**src/rtl/serial_data_compare.sv**
```systemverilog
// Multi-cycle magnitude comparator: walks two WIDTH-bit operands CHUNK bits per clock, MSB first,
// stopping at the first differing chunk. Define SERIAL_CMP_SIGNED_EN for two's-complement operands.
module serial_data_compare #(
  parameter int WIDTH = 16,
  parameter int CHUNK = 4
) (
  input  logic             iClk,
  input  logic             iRst,
  input  logic             iStart,
  input  logic [WIDTH-1:0] iData_a,
  input  logic [WIDTH-1:0] iData_b,
  input  logic [2:0]       iData,
  output logic             oBusy,
  output logic             oValid,
  output logic [2:0]       oData
);

  localparam int NCHUNK = WIDTH / CHUNK;
  localparam int CNT_W  = $clog2(NCHUNK + 1);

  typedef enum logic [1:0] {
    IDLE = 2'd0,
    RUN  = 2'd1,
    DONE = 2'd2
  } state_t;

  state_t           stateReg, stateNext;
  logic [WIDTH-1:0] saReg, saNext;
  logic [WIDTH-1:0] sbReg, sbNext;
  logic [2:0]       casReg, casNext;
  logic [2:0]       dataReg, dataNext;
  logic [CNT_W-1:0] cntReg, cntNext;

  logic [WIDTH-1:0] aIn, bIn;
  logic [CHUNK-1:0] topA, topB;
  logic             casOneHot;

`ifdef SERIAL_CMP_SIGNED_EN
  // Flipping the sign bit maps two's-complement order onto unsigned order.
  localparam logic [WIDTH-1:0] MSB_MASK = WIDTH'(1) << (WIDTH - 1);
  assign aIn = iData_a ^ MSB_MASK;
  assign bIn = iData_b ^ MSB_MASK;
`else
  assign aIn = iData_a;
  assign bIn = iData_b;
`endif

  assign topA      = saReg[WIDTH-1 -: CHUNK];
  assign topB      = sbReg[WIDTH-1 -: CHUNK];
  assign casOneHot = (casReg == 3'b100) || (casReg == 3'b010) || (casReg == 3'b001);

  always_ff @(posedge iClk) begin
    if (iRst) begin
      stateReg <= IDLE;
      saReg    <= '0;
      sbReg    <= '0;
      casReg   <= '0;
      dataReg  <= '0;
      cntReg   <= '0;
    end else begin
      stateReg <= stateNext;
      saReg    <= saNext;
      sbReg    <= sbNext;
      casReg   <= casNext;
      dataReg  <= dataNext;
      cntReg   <= cntNext;
    end
  end

  always_comb begin
    stateNext = stateReg;
    saNext    = saReg;
    sbNext    = sbReg;
    casNext   = casReg;
    dataNext  = dataReg;
    cntNext   = cntReg;
    unique case (stateReg)
      IDLE: begin
        if (iStart) begin
          saNext    = aIn;
          sbNext    = bIn;
          casNext   = iData;
          cntNext   = CNT_W'(NCHUNK);
          stateNext = RUN;
        end
      end
      RUN: begin
        if (topA > topB) begin
          dataNext  = 3'b100;
          stateNext = DONE;
        end else if (topA < topB) begin
          dataNext  = 3'b001;
          stateNext = DONE;
        end else if (cntReg > CNT_W'(1)) begin
          saNext  = saReg << CHUNK;
          sbNext  = sbReg << CHUNK;
          cntNext = cntReg - CNT_W'(1);
        end else begin
          // Fully equal: defer to the cascade input, but only trust it when one-hot.
          dataNext  = casOneHot ? casReg : 3'b010;
          stateNext = DONE;
        end
      end
      DONE: begin
        stateNext = IDLE;
      end
      default: begin
        stateNext = IDLE;
      end
    endcase
  end

  assign oBusy  = (stateReg != IDLE);
  assign oValid = (stateReg == DONE);
  assign oData  = dataReg;

endmodule

```
**config.mk**
```make
export PLATFORM = sky130hd
export DESIGN_NAME = serial_data_compare
export DESIGN_NICKNAME = d
export VERILOG_FILES = /design/src/rtl/serial_data_compare.sv
export SDC_FILE = /design/constraint.sdc
export NUM_CORES = 1
export LEC_CHECK = 0
export ABC_AREA = 1
export BUFFER_PORTS_ARGS = -buffer_cell sky130_fd_sc_hd__buf_2
export CELL_PAD_IN_SITES_DETAIL_PLACEMENT = 1
export CELL_PAD_IN_SITES_GLOBAL_PLACEMENT = 1
export CORE_MARGIN = 5
export CORE_UTILIZATION = 38
export DETAILED_ROUTE_END_ITERATION = 10
export GPL_ROUTABILITY_DRIVEN = 0
export PLACE_DENSITY = 0.77
export SYNTH_ARGS = -nofsm -noshare
export SYNTH_HDL_FRONTEND = slang
export SYNTH_SLANG_ARGS = --single-unit
export TNS_END_PERCENT = 5
```
**constraint.sdc**
```tcl
create_clock -name iClk -period 1.7 [get_ports iClk]
set_clock_uncertainty 0.1 [all_clocks]
set_input_delay 0.51 -clock iClk [delete_from_list [all_inputs] [get_ports iClk]]
set_output_delay 0.51 -clock iClk [all_outputs]
set_load 0.05 [all_outputs]
```
==> metrics.md, run 1 <==
| Metric | Value |
|---|---|
| Sink Count | `43` |
| Final ANT Viol Nets | `0` |
| Ports | `43` |
| Hold WC Path Type | `input pin to flop` |
| Outcome | `finished, violations left` |
| Sequential element share of the synthesized area | `a little under two fifths` |
| Die ar. | `a little under 0.008 mm²` |
| HPWL Detailed | `4.76 mm` |
| Worst path max stage delay | `0.34 ns` |
| Worst reg-to-reg path cell count | `11` |
| Worst r2r src | `sbReg[15]` |
| Final WL | `between 7 and 8 mm` |
| Lkg Pwr | `about 1.5 nW` |
| Total global routing overflow | `0` |
| Root buf cell | `clkbuf_8` |
| Commonest non-fill, non-tap cell in the layout | `nand2_1` |
| Die Y | `between 80 and 90 µm` |
| Max-slew headroom | `between 70 and 80%` |
| Fin worst setup slack | `-0.131 ns` |
| RSZ-0062 raised after global routing | `true` |
| Global Route Usage Sum | `about 18%` |
| TritonCTS clock tree | `done` |
| Largest net degree at the start of global routing | `32` |
| Final number of hold-violating endpoints | `0` |
| Num rows | `28` |
| Maxcap violations | `0` |
| Die width | `approximately 90 µm` |
| R2r setup slk | `-0.13 ns` |
| Ant diodes | `0` |
| Post-DR wirelength/cell | `between 15 and 20 µm` |
| Syn nets | `397` |
| Crit-path cells | `inv_2 -> ha_4 -> nand2_2 -> inv_2 -> nand2_4 -> nand2_4 -> buf_12 -> nand3_4 -> buf_4 -> a21oi_1 -> nor2_1` |
| DRT Pass-1 Iters | `4` |
| Design area | `~0.0032 mm²` |
| Layout cells sized above 1 | `approximately a third` |
| Via count | `2517` |
| CTS max path bufs | `2` |
| FF-to-FF End | `sbReg[13]` |
| Hold path depth | `3` |
| Placed cell areas | `around 0.0027 mm²` |
| First-pass GRT wire length | `between 10 and 15 mm` |
| Critical path type | `flop to flop` |
| Mapped cell area | `~0.0023 mm²` |
| Highest-count cells in the layout ignoring fill and taps | `nand2_1, buf_2, nand3_1` |
| HP Start | `iData[0]` |
| TritonCTS buffer count | `5` |
| Worst EP arrival | `roughly 1.9 ns` |
| Max VDD drop | `approximately 0.44 mV` |
| H-tree depth | `2` |
| Violated checks | `setup timing` |
| Initial antenna violation count | `0` |
| Yosys warning count | `0` |
| CP startpoint kind | `flop` |
| Clock-pin slew on the worst setup and hold paths | `0.08 ns` |
| Post-synthesis cell type count | `20` |
| Critical Path End Type | `flop` |
| Final period utilization | `108%` |
| Max frequency | `about 0.55 GHz` |
| FF+latch count, synth | `43` |
| Slew @ Worst Pin | `about 0.33 ns` |
| Final nets | `~450` |
| Mean Syn Cell Area | `~6.5 µm²` |
| Initial detailed-routing violation count | `81` |
| Critical Path RT | `between 1.5 and 2 ns` |
| DRC | `0` |
| Core footprint | `between 0.005 and 0.006 mm²` |
| Post-Synthesis Cells | `about 350` |
| Power density over cell area | `roughly 840 mW/mm²` |
| # setup viols final | `36` |
| Hold EP | `casReg[0]` |
| Clk Latency, worst-skew pair | `~0.30 ns` |
| Syn-to-layout area delta | `37.6%` |
| Crit path time final | `between 1.5 and 2 ns` |
| Initial core utilization | `39.0%` |
| Critical Path Fanout Max | `5` |
| Vias per cell | `~5.2` |
| Port Buffers | `42` |
| Pre-CTS setup slack | `-0.0442 ns` |
| Slowest cell on crit path | `dfxtp_2` |
| Fin. max-slew vios | `0` |
| Number of global-route vias before repair | `between 2000 and 2500` |
| Cts hold-fix bufs | `0` |
==> report_power, final <==
group / total, mW / internal (mW) / leakage, nW / switching [mW]
Clock: 0.691 / 0.320 / 0.0470 / 0.371
Combinational: 0.826 / 0.338 / 1.10 / 0.488
Sequential: 1.14 / 1.09 / 0.357 / 0.0444
Total: 2.66 / 1.75 / 1.50 / 0.904
==> cells by family after synthesis <==
family                   after synthesis  synth area share (%)
AND/OR/NAND/NOR                      172                  32.1
AO/OA/AOI/OAI                         67                  14.6
flip-flops                            43                  37.5
buffers and inverters                 65                  12.6
adder cells (fa/ha/maj)                6                  3.27
==> through the flow <==
| step | hold WS, ns | total power, mW | instances | setup TNS, ns | util (%) |
|---|---|---|---|---|---|
| 2_1_floorplan | 0.357 | 1.56 | 353 | 0 | - |
| 3_3_place_gp | 0.360 | 1.75 | 466 | -0.0350 | 45.1 |
| 3_5_place_dp | 0.377 | 1.78 | 466 | -0.274 | 45.1 |
| 4_1_cts | 0.367 | 2.47 | 473 | 0 | 46.9 |
| 5_1_grt | 0.371 | 2.80 | 483 | -5.01 | 53.7 |
| 6_report | 0.375 | 2.66 | 483 | -2.23 | 53.7 |
==> final cells by class <==
| type | count | area (µm²) |
|---|---|---|
| flip-flops and latches | 43 | 870 |
| inverters | 42 | 160 |
| fillers | 784 | 2720 |
| repair buffers | 70 | 569 |
| clock buffers | 6 | 82.6 |
| multi-input cells | 246 | 1380 |
| well taps | 75 | 93.8 |
| clock inverters | 1 | 5.00 |
==> synth_stat cells <==
| master | n | share of area, % |
|---|---|---|
| nand2_1 | 83 | 14 |
| nand3_1 | 49 | 11 |
| a21oi_1 | 43 | 9.4 |
| dfxtp_1 | 43 | 37 |
| inv_1 | 38 | 6.2 |
| nor2_1 | 34 | 5.6 |
| o21ai_0 | 24 | 5.2 |
| buf_2 | 9 | 2.0 |
| clkbuf_1 | 7 | 1.1 |
| ha_1 | 6 | 3.3 |
| buf_4 | 3 | 0.98 |
| buf_6 | 3 | 1.5 |
| inv_2 | 3 | 0.49 |
| nand2_2 | 2 | 0.54 |
| buf_1 | 1 | 0.16 |
| clkinv_1 | 1 | 0.16 |
| nand3_4 | 1 | 0.76 |
| nand4_1 | 1 | 0.27 |
| nor2_4 | 1 | 0.49 |
| nor3_1 | 1 | 0.22 |
==> flip-flops by register name (all words and copies together) (netlist names) <==
register and count:
saReg 16, sbReg 16, casReg 3, cntReg 3, oData 3, stateReg 2
==> worst max-delay path: cells and delay by family (launching register included) <==
| family | cells | cell delay, ns |
|---|---|---|
| AO/OA/AOI/OAI | 1 | 0.15 |
| flip-flops | 1 | 0.34 |
| buffers and inverters | 4 | 0.43 |
| AND/OR/NAND/NOR | 5 | 0.41 |
| adder cells (fa/ha/maj) | 1 | 0.28 |
==> worst max-delay path by stage <==
stage                      startpoint         to  slack [ns]  cells past startpoint
after floorplan           stateReg[1]     oValid        0.08                      2
after global placement      sbReg[15]   oData[0]       -0.01                      9
after detailed placement    sbReg[15]   oData[0]       -0.04                      9
after CTS                   sbReg[15]   sbReg[4]       0.007                     10
after global routing        sbReg[15]  sbReg[13]       -0.22                     11
final                       sbReg[15]  sbReg[13]       -0.13                     11
==> layer usage <==
metal / wire, µm / part of all wire (%) / GRT usage [%] / up-vias
li1: - / - / - / 1237
met1: 3190 / 40 / 20.8 / 1211
met2: 4260 / 54 / 33.0 / 58
met3: 325 / 4.1 / 3.39 / 11
met4: 123 / 1.6 / 4.60 / 0
met5: 0 / 0 / 0 / -
==> timing repair <==
| action | CTS | global route |
|---|---|---|
| cloned | 0 | 5 |
| hold endpoints to repair | 0 | 0 |
| setup buffers | 0 | 5 |
| resized for setup | 6 | 61 |
| endpoints found under the setup margin | 18 | 41 |
| pin swaps | 0 | 13 |
Power figures use the tool's default switching activity.
==> inputs of run 2 (changes only) <==
--- a/config.mk
+++ b/config.mk
@@ -10,10 +10,11 @@
 export CELL_PAD_IN_SITES_DETAIL_PLACEMENT = 1
 export CELL_PAD_IN_SITES_GLOBAL_PLACEMENT = 1
 export CORE_MARGIN = 5
-export CORE_UTILIZATION = 38
+export CORE_UTILIZATION = 40
+export CTS_BUF_LIST = sky130_fd_sc_hd__clkbuf_8
 export DETAILED_ROUTE_END_ITERATION = 10
 export GPL_ROUTABILITY_DRIVEN = 0
-export PLACE_DENSITY = 0.77
+export PLACE_DENSITY = 0.81
 export SYNTH_ARGS = -nofsm -noshare
 export SYNTH_HDL_FRONTEND = slang
 export SYNTH_SLANG_ARGS = --single-unit
==> run 2 against run 1 <==
  * Largest cell class unchanged
  * Global-route usage barely moved
  * Wire length fell by 14%
  * Sequential cell count did not move
  * Combinational power fell by 16%
  * The run still ends with setup timing left
  * Power fell by 1.5%
  * First-iteration DRC count fell by 2.5%
==> metrics.md, run 2 (synthesis results as in run 1) <==
| Metric | Value |
|---|---|
| Critical Path RT | `1.83 ns (+0.04 ns)` |
| Die ar. | `0.00736 mm² (-4.4%)` |
| Power density over cell area | `901 mW/mm² (+7.2%)` |
| Port Buffers | `42 (unchanged)` |
| Via count | `2370 (-5.8%)` |
| Fin Setup TNS | `-0.401 ns (+1.83 ns)` |
| Ports | `43 (unchanged)` |
| Design area | `0.00291 mm² (-8.1%)` |
| Final ANT Viol Nets | `0 (unchanged)` |
| Critical Path End Type | `flop` |
| Initial antenna violation count | `0 (unchanged)` |
| Layout cells sized above 1 | `27.0% (-7.0 points)` |
| Sink Count | `43 (unchanged)` |
| Max frequency | `0.569 GHz (+4.2%)` |
| Violated checks | `setup timing` |
| Global Route Usage Sum | `17.8% (+0.049 points)` |
| DRC | `0 (unchanged)` |
| Num rows | `27 (-3.6%)` |
| Post-Route Utilization | `52.4% (-1.3 points)` |
| Slew @ Worst Pin | `0.461 ns (+0.134 ns)` |
| DRT Pass-1 Iters | `4 (unchanged)` |
| # setup viols final | `20 (-44%)` |
| Fin. max-slew vios | `0 (unchanged)` |
| H-tree depth | `2 (unchanged)` |
| Biggest registers after layout | `saReg (16), sbReg (16)` |
| R2r setup slk | `-0.06 ns (+0.07 ns)` |
| CTS max path bufs | `2 (unchanged)` |
| Root buf cell | `clkbuf_8` |
| Cts hold-fix bufs | `0 (unchanged)` |
| Post-DR wirelength/cell | `14.4 µm (-12%)` |
| Die Y | `85.8 µm (-2.2%)` |
| Pre-CTS setup slack | `-0.0406 ns (+0.00367 ns)` |
| Worst EP arrival | `1.89 ns (-0.04 ns)` |
| Final number of hold-violating endpoints | `0 (unchanged)` |
| Hold WC Path Type | `input pin to flop` |
| Outcome | `finished, violations left` |
| Placed cell areas | `0.00258 mm² (-2.7%)` |
| Final nets | `440 (-2.7%)` |
| WHS | `0.372 ns (-0.00336 ns)` |
| TritonCTS clock tree | `done` |
| Critical path type | `flop to flop` |
| Maxcap violations | `0 (unchanged)` |
| TritonCTS buffer count | `5 (unchanged)` |
| Commonest non-fill, non-tap cell in the layout | `nand2_1` |
| Max VDD drop | `0.525 mV (+20%)` |
| Critical Path Fanout Max | `30 (+25)` |
| Die width | `85.8 µm (-2.2%)` |
| Ant diodes | `0 (unchanged)` |
| Initial core utilization | `41.5% (+2.4 points)` |
| Initial detailed-routing violation count | `79 (-2.5%)` |
| Highest-count cells in the layout ignoring fill and taps | `nand2_1, nand3_1, buf_2` |
| Fin worst setup slack | `-0.0571 ns (+0.0743 ns)` |
| Vias per cell | `5.06 (-2.8%)` |
| First-pass GRT wire length | `10.7 mm (-0.90%)` |
| Total global routing overflow | `0 (unchanged)` |
| Crit path time final | `1.76 ns (-0.0743 ns)` |
| CP startpoint kind | `flop` |
| Number of global-route vias before repair | `2377 (-1.2%)` |
| RSZ-0062 raised after global routing | `true` |
| Clock-pin slew on the worst setup and hold paths | `0.08 ns (about the same)` |
| Syn-to-layout area delta | `26.5%` |
| Largest net degree at the start of global routing | `38 (+19%)` |
| Final Non-Filler Cells | `468 (-3.1%)` |
| Max-slew headroom | `69.2% (-8.9 points)` |
| HPWL Detailed | `4.39 mm (-7.8%)` |
| Final period utilization | `103% (-4.4 points)` |
| Clk Latency, worst-skew pair | `0.30 ns (about the same)` |
| Power Total | `2.62 mW (-1.5%)` |
| Final WL | `6.76 mm (-14%)` |
| Placed cells | `454 (-2.6%)` |
| Fillcell total | `761 (-2.9%)` |
| Core footprint | `0.00554 mm² (-5.9%)` |
| Lkg Pwr | `1.41 nW (-5.9%)` |
[run 2: where the power goes]
group          switching, mW  total (mW)  internal (mW)
Sequential            0.0418        1.14           1.09
Clock                  0.359       0.784          0.425
Combinational          0.423       0.697          0.275
Total                  0.823        2.62           1.79
[run 2: what timing repair did]
item | in CTS | in global routing
hold endpoints to repair | 0 | 0
buffers inserted | 0 | 4
pin swaps | 0 | 4
setup endpoints to repair | 5 | 41
resized for setup | 7 | 29
gates cloned | 0 | 3
[run 2: layer usage]
metal / global-route usage [%] / vias to the layer above / routed length [µm]
met5: 0 / - / 0
li1: - / 1209 / -
met1: 23.6 / 1118 / 3090
met2: 29.7 / 36 / 3340
met3: 2.88 / 7 / 241
met4: 5.61 / 0 / 89
[run 2: worst max-delay path: stages, from the launching register on]
cell and delay [ns]:
dfxtp_2 0.34, inv_2 0.05, ha_4 0.27, nand2_2 0.05, inv_2 0.06, nand2_2 0.07
inv_2 0.10, nand3_4 0.17, buf_12 0.22, nand3_1 0.08, nand2_1 0.07, nor2_1 0.13
[run 2: layout make-up]
type / instances / area [µm²] / area share (%)
multi-input combinational: 245 / 1270 / 43.6
sequential: 43 / 868 / 29.9
timing repair buffer: 59 / 420 / 14.5
inverter: 42 / 158 / 5.43
tap: 72 / 90.1 / 3.10
clock buffer: 5 / 68.8 / 2.37
clock inverter: 2 / 33.8 / 1.16
[run 2: path summary, 6_finish.rpt]
check                   end      start  cells past startpoint
setup reg to reg  saReg[13]  sbReg[15]                     11
setup / recovery  saReg[13]  sbReg[15]                     11
hold reg to reg    saReg[3]   saReg[3]                      2
hold / removal    casReg[0]   iData[0]                      3
==> inputs of run 3 (changes only) <==
--- a/config.mk
+++ b/config.mk
@@ -5,12 +5,11 @@
 export SDC_FILE = /design/constraint.sdc
 export NUM_CORES = 1
 export LEC_CHECK = 0
-export ABC_AREA = 1
 export BUFFER_PORTS_ARGS = -buffer_cell sky130_fd_sc_hd__buf_2
 export CELL_PAD_IN_SITES_DETAIL_PLACEMENT = 1
 export CELL_PAD_IN_SITES_GLOBAL_PLACEMENT = 1
 export CORE_MARGIN = 5
-export CORE_UTILIZATION = 40
+export CORE_UTILIZATION = 42
 export CTS_BUF_LIST = sky130_fd_sc_hd__clkbuf_8
 export DETAILED_ROUTE_END_ITERATION = 10
 export GPL_ROUTABILITY_DRIVEN = 0
==> run 3 against run 2 <==
  * Count of clock-buffer cells in the layout rose by 1
  * Global-route usage is 1.4 points higher
  * Clock power increased by 11%
  * Critical endpoint is now cntReg[2]
  * Critical path depth is 5 lower
  * Critical path type unchanged
  * The flow still finishes with violations (setup timing)
  * Highest routed layer unchanged
  * Combinational power shrank 4.4%
  * Sequential power rose by 4%
  * Cell count decreased by 26%
  * Power is 3.8% higher
  * Worst hold slack got worse by 0.032 ns
==> metrics.md, run 3 <==
| Metric | Value |
|---|---|
| RSZ-0062 raised after global routing | `true` |
| Via count | `2095 (-12%)` |
| Part of the power in registers | `43.5% (about the same)` |
| CP startpoint kind | `flop` |
| Max frequency | `0.458 GHz (-19%)` |
| TritonCTS clock tree | `done` |
| Post-synthesis cell type count | `36 (+80%)` |
| Final WL | `8.03 mm (+19%)` |
| HPWL Detailed | `4.17 mm (-4.9%)` |
| Fin worst setup slack | `-0.483 ns (-0.426 ns)` |
| Layout cells sized above 1 | `45.7% (+19 points)` |
| Vias per cell | `6.07 (+20%)` |
| Post-DR wirelength/cell | `23.3 µm (+61%)` |
| Post-Synthesis Cells | `225 (-36%)` |
| TritonCTS buffer count | `5 (unchanged)` |
| Switching share of power | `31.3% (-0.17 points)` |
| Sink Count | `43 (unchanged)` |
| Logic pwr share | `24.5% (-2.1 points)` |
| Clk Latency, worst-skew pair | `0.31 ns (about the same)` |
| Crit-path cells | `ha_4 -> or4b_4 -> buf_12 -> o211ai_1 -> nor2_1 -> a311oi_1` |
| Critical Path RT | `1.81 ns (-0.02 ns)` |
| Final period utilization | `128% (+25 points)` |
| Power Total | `2.72 mW (+3.8%)` |
| Largest net degree at the start of global routing | `41 (+7.9%)` |
| Violated checks | `setup timing` |
| H-tree depth | `2 (unchanged)` |
| Initial detailed-routing violation count | `135 (+71%)` |
| Number of global-route vias before repair | `1990 (-16%)` |
| Critical path type | `flop to flop` |
| Max Used Layer | `met4` |
| Num rows | `25 (-7.4%)` |
| CTS max path bufs | `2 (unchanged)` |
| Max-slew headroom | `66.8% (-2.4 points)` |
| Yosys warning count | `0 (unchanged)` |
| Worst path max stage delay | `0.59 ns (+0.25 ns)` |
| # setup viols final | `42 (+110%)` |
| Switching power total | `0.850 mW (+3.3%)` |
| Commonest non-fill, non-tap cell in the layout | `buf_2` |
| Cts hold-fix bufs | `0 (unchanged)` |
| Ant diodes | `0 (unchanged)` |
| Die ar. | `0.00623 mm² (-15%)` |
| Root buf cell | `clkbuf_8` |
| DRC | `0 (unchanged)` |
| Maxcap violations | `0 (unchanged)` |
| FF+latch count, synth | `43 (unchanged)` |
| Async S/R FF share, synth | `0% (unchanged)` |
| Die Y | `79.0 µm (-8.0%)` |
| Biggest registers after layout | `saReg (16), sbReg (16)` |
| DRT Pass-1 Iters | `4 (unchanged)` |
| Critical Path End Type | `flop` |
| Max VDD drop | `0.849 mV (+62%)` |
| Die width | `79.0 µm (-8.0%)` |
| Global Route Usage Sum | `19.3% (+1.4 points)` |
| Post-synth top area cell | `dfxtp_1` |
| Clock-pin slew on the worst setup and hold paths | `0.09 ns (about the same)` |
| Fillcell total | `531 (-30%)` |
| Area of the multi-input gates | `0.00115 mm² (-9.0%)` |
| Final nets | `334 (-24%)` |
| Final number of hold-violating endpoints | `0 (unchanged)` |
| Post-synth top area share | `43.1% (+5.6 points)` |
| Initial core utilization | `42.8% (+1.4 points)` |
| Port Buffers | `42 (unchanged)` |
| Slew @ Worst Pin | `0.495 ns (+0.0343 ns)` |
| Design area | `0.00288 mm² (-0.73%)` |
| Fin. max-slew vios | `0 (unchanged)` |
| Crit path time final | `2.18 ns (+0.426 ns)` |
| Placed cells | `324 (-29%)` |
| Pint | `1.87 mW (+4.1%)` |
| Core footprint | `0.00466 mm² (-16%)` |
| WHS | `0.339 ns (-0.0321 ns)` |
| Slowest cell on crit path | `or4b_4` |
| Hold WC Path Type | `input pin to flop` |
| Sequential element share of the synthesized area | `43.1% (+5.6 points)` |
| Main synth FF type | `dfxtp_1` |
| Mapped cell area | `0.00200 mm² (-13%)` |
| R2r setup slk | `-0.48 ns (-0.43 ns)` |
| Initial antenna violation count | `0 (unchanged)` |
| Most common cell in the netlist | `dfxtp_1` |
| Critical Path Fanout Max | `4 (-87%)` |
| Lkg Pwr | `1.19 nW (-16%)` |
| Post-synth EDFFs | `0 (unchanged)` |
| Clock share of power | `32.0% (+2.0 points)` |
| Highest-count cells in the layout ignoring fill and taps | `buf_2, dfxtp_1, nor2_1` |
| WL met3 | `342 µm (+42%)` |
| Synth cell count leaders | `dfxtp_1, a21oi_1, nor2_1` |
| Met1 wire length | `3.25 mm (+5.3%)` |
| Mean Syn Cell Area | `8.88 µm² (+36%)` |
| Placed cell areas | `0.00240 mm² (-7.1%)` |
| Ports | `43 (unchanged)` |
| Met2 wire len | `4.22 mm (+26%)` |
| Reg area | `867 µm² (-0.14%)` |
| Final Non-Filler Cells | `345 (-26%)` |
| Worst EP arrival | `2.29 ns (+0.40 ns)` |
| Syn nets | `269 (-32%)` |
| Final ANT Viol Nets | `0 (unchanged)` |
| Outcome | `finished, violations left` |
| Syn-to-layout area delta | `44.4%` |
| Top cells by area, synth | `dfxtp_1, o221ai_1, a21oi_1` |
| Power density over cell area | `942 mW/mm² (+4.6%)` |
| Total global routing overflow | `0 (unchanged)` |
| First-pass GRT wire length | `9.40 mm (-12%)` |
## run 3: layer usage
metal	vias up	global-route usage (%)
met4	0	5.33
met3	16	3.85
met5	-	0
li1	961	-
met2	74	34.6
met1	1044	23.4
## run 3: cells by family after synthesis
logic type,Yosys count,share of synthesized area [%]
compound gates,77,29.0
fa+ha+maj,6,3.76
simple gates,67,15.2
xor+xnor,1,0.439
buf+inv,30,8.02
mux,1,0.501
flops,43,43.1
## run 3: metrics by stage
stage               TNS, ns  setup slack (ns)  util (%)
finish               -14.11            -0.483      61.9
global route         -16.23            -0.530      61.9
CTS                   -7.95            -0.265      55.0
detailed placement    -8.74            -0.281      51.5
global placement      -6.15            -0.194      51.5
floorplan             -3.25            -0.130         -
## run 3: worst paths after layout
kind / start / cells after the start / end
hold reg to reg: saReg[3] / 2 / saReg[3]
hold / removal: iData[2] / 3 / casReg[2]
setup reg to reg: saReg[15] / 6 / cntReg[2]
setup / recovery: saReg[15] / 6 / cntReg[2]
## run 3: power groups by stage
stage	logic (mW)	registers (mW)	clock network, mW
floorplan	0.315	1.18	0
CTS	0.543	1.16	0.847
finish	0.666	1.18	0.870
detailed placement	0.520	1.18	0
global placement	0.497	1.17	0
global route	0.708	1.19	0.911
## run 3: what timing repair did
| action | 4_1_cts | 5_1_grt |
|---|---|---|
| setup buffers | 1 | 9 |
| hold endpoints to repair | 0 | 0 |
| cloned | 0 | 3 |
| pin swaps | 10 | 12 |
| setup endpoints to repair | 42 | 42 |
| resized for setup | 15 | 37 |
## run 3: area by class of cell
class | instances | area share, %
multi-input combinational | 152 | 40.0
tap | 54 | 2.34
sequential | 43 | 30.1
clock buffer | 6 | 2.86
timing repair buffer | 79 | 22.4
clock inverter | 2 | 1.21
inverter | 9 | 1.17
## run 3: worst max-delay path, delay by kind of cell (launching register included)
kind,cells,cell delay (ns)
buf+inv,1,0.16
simple gates,2,0.71
fa+ha+maj,1,0.19
flops,1,0.37
compound gates,2,0.56
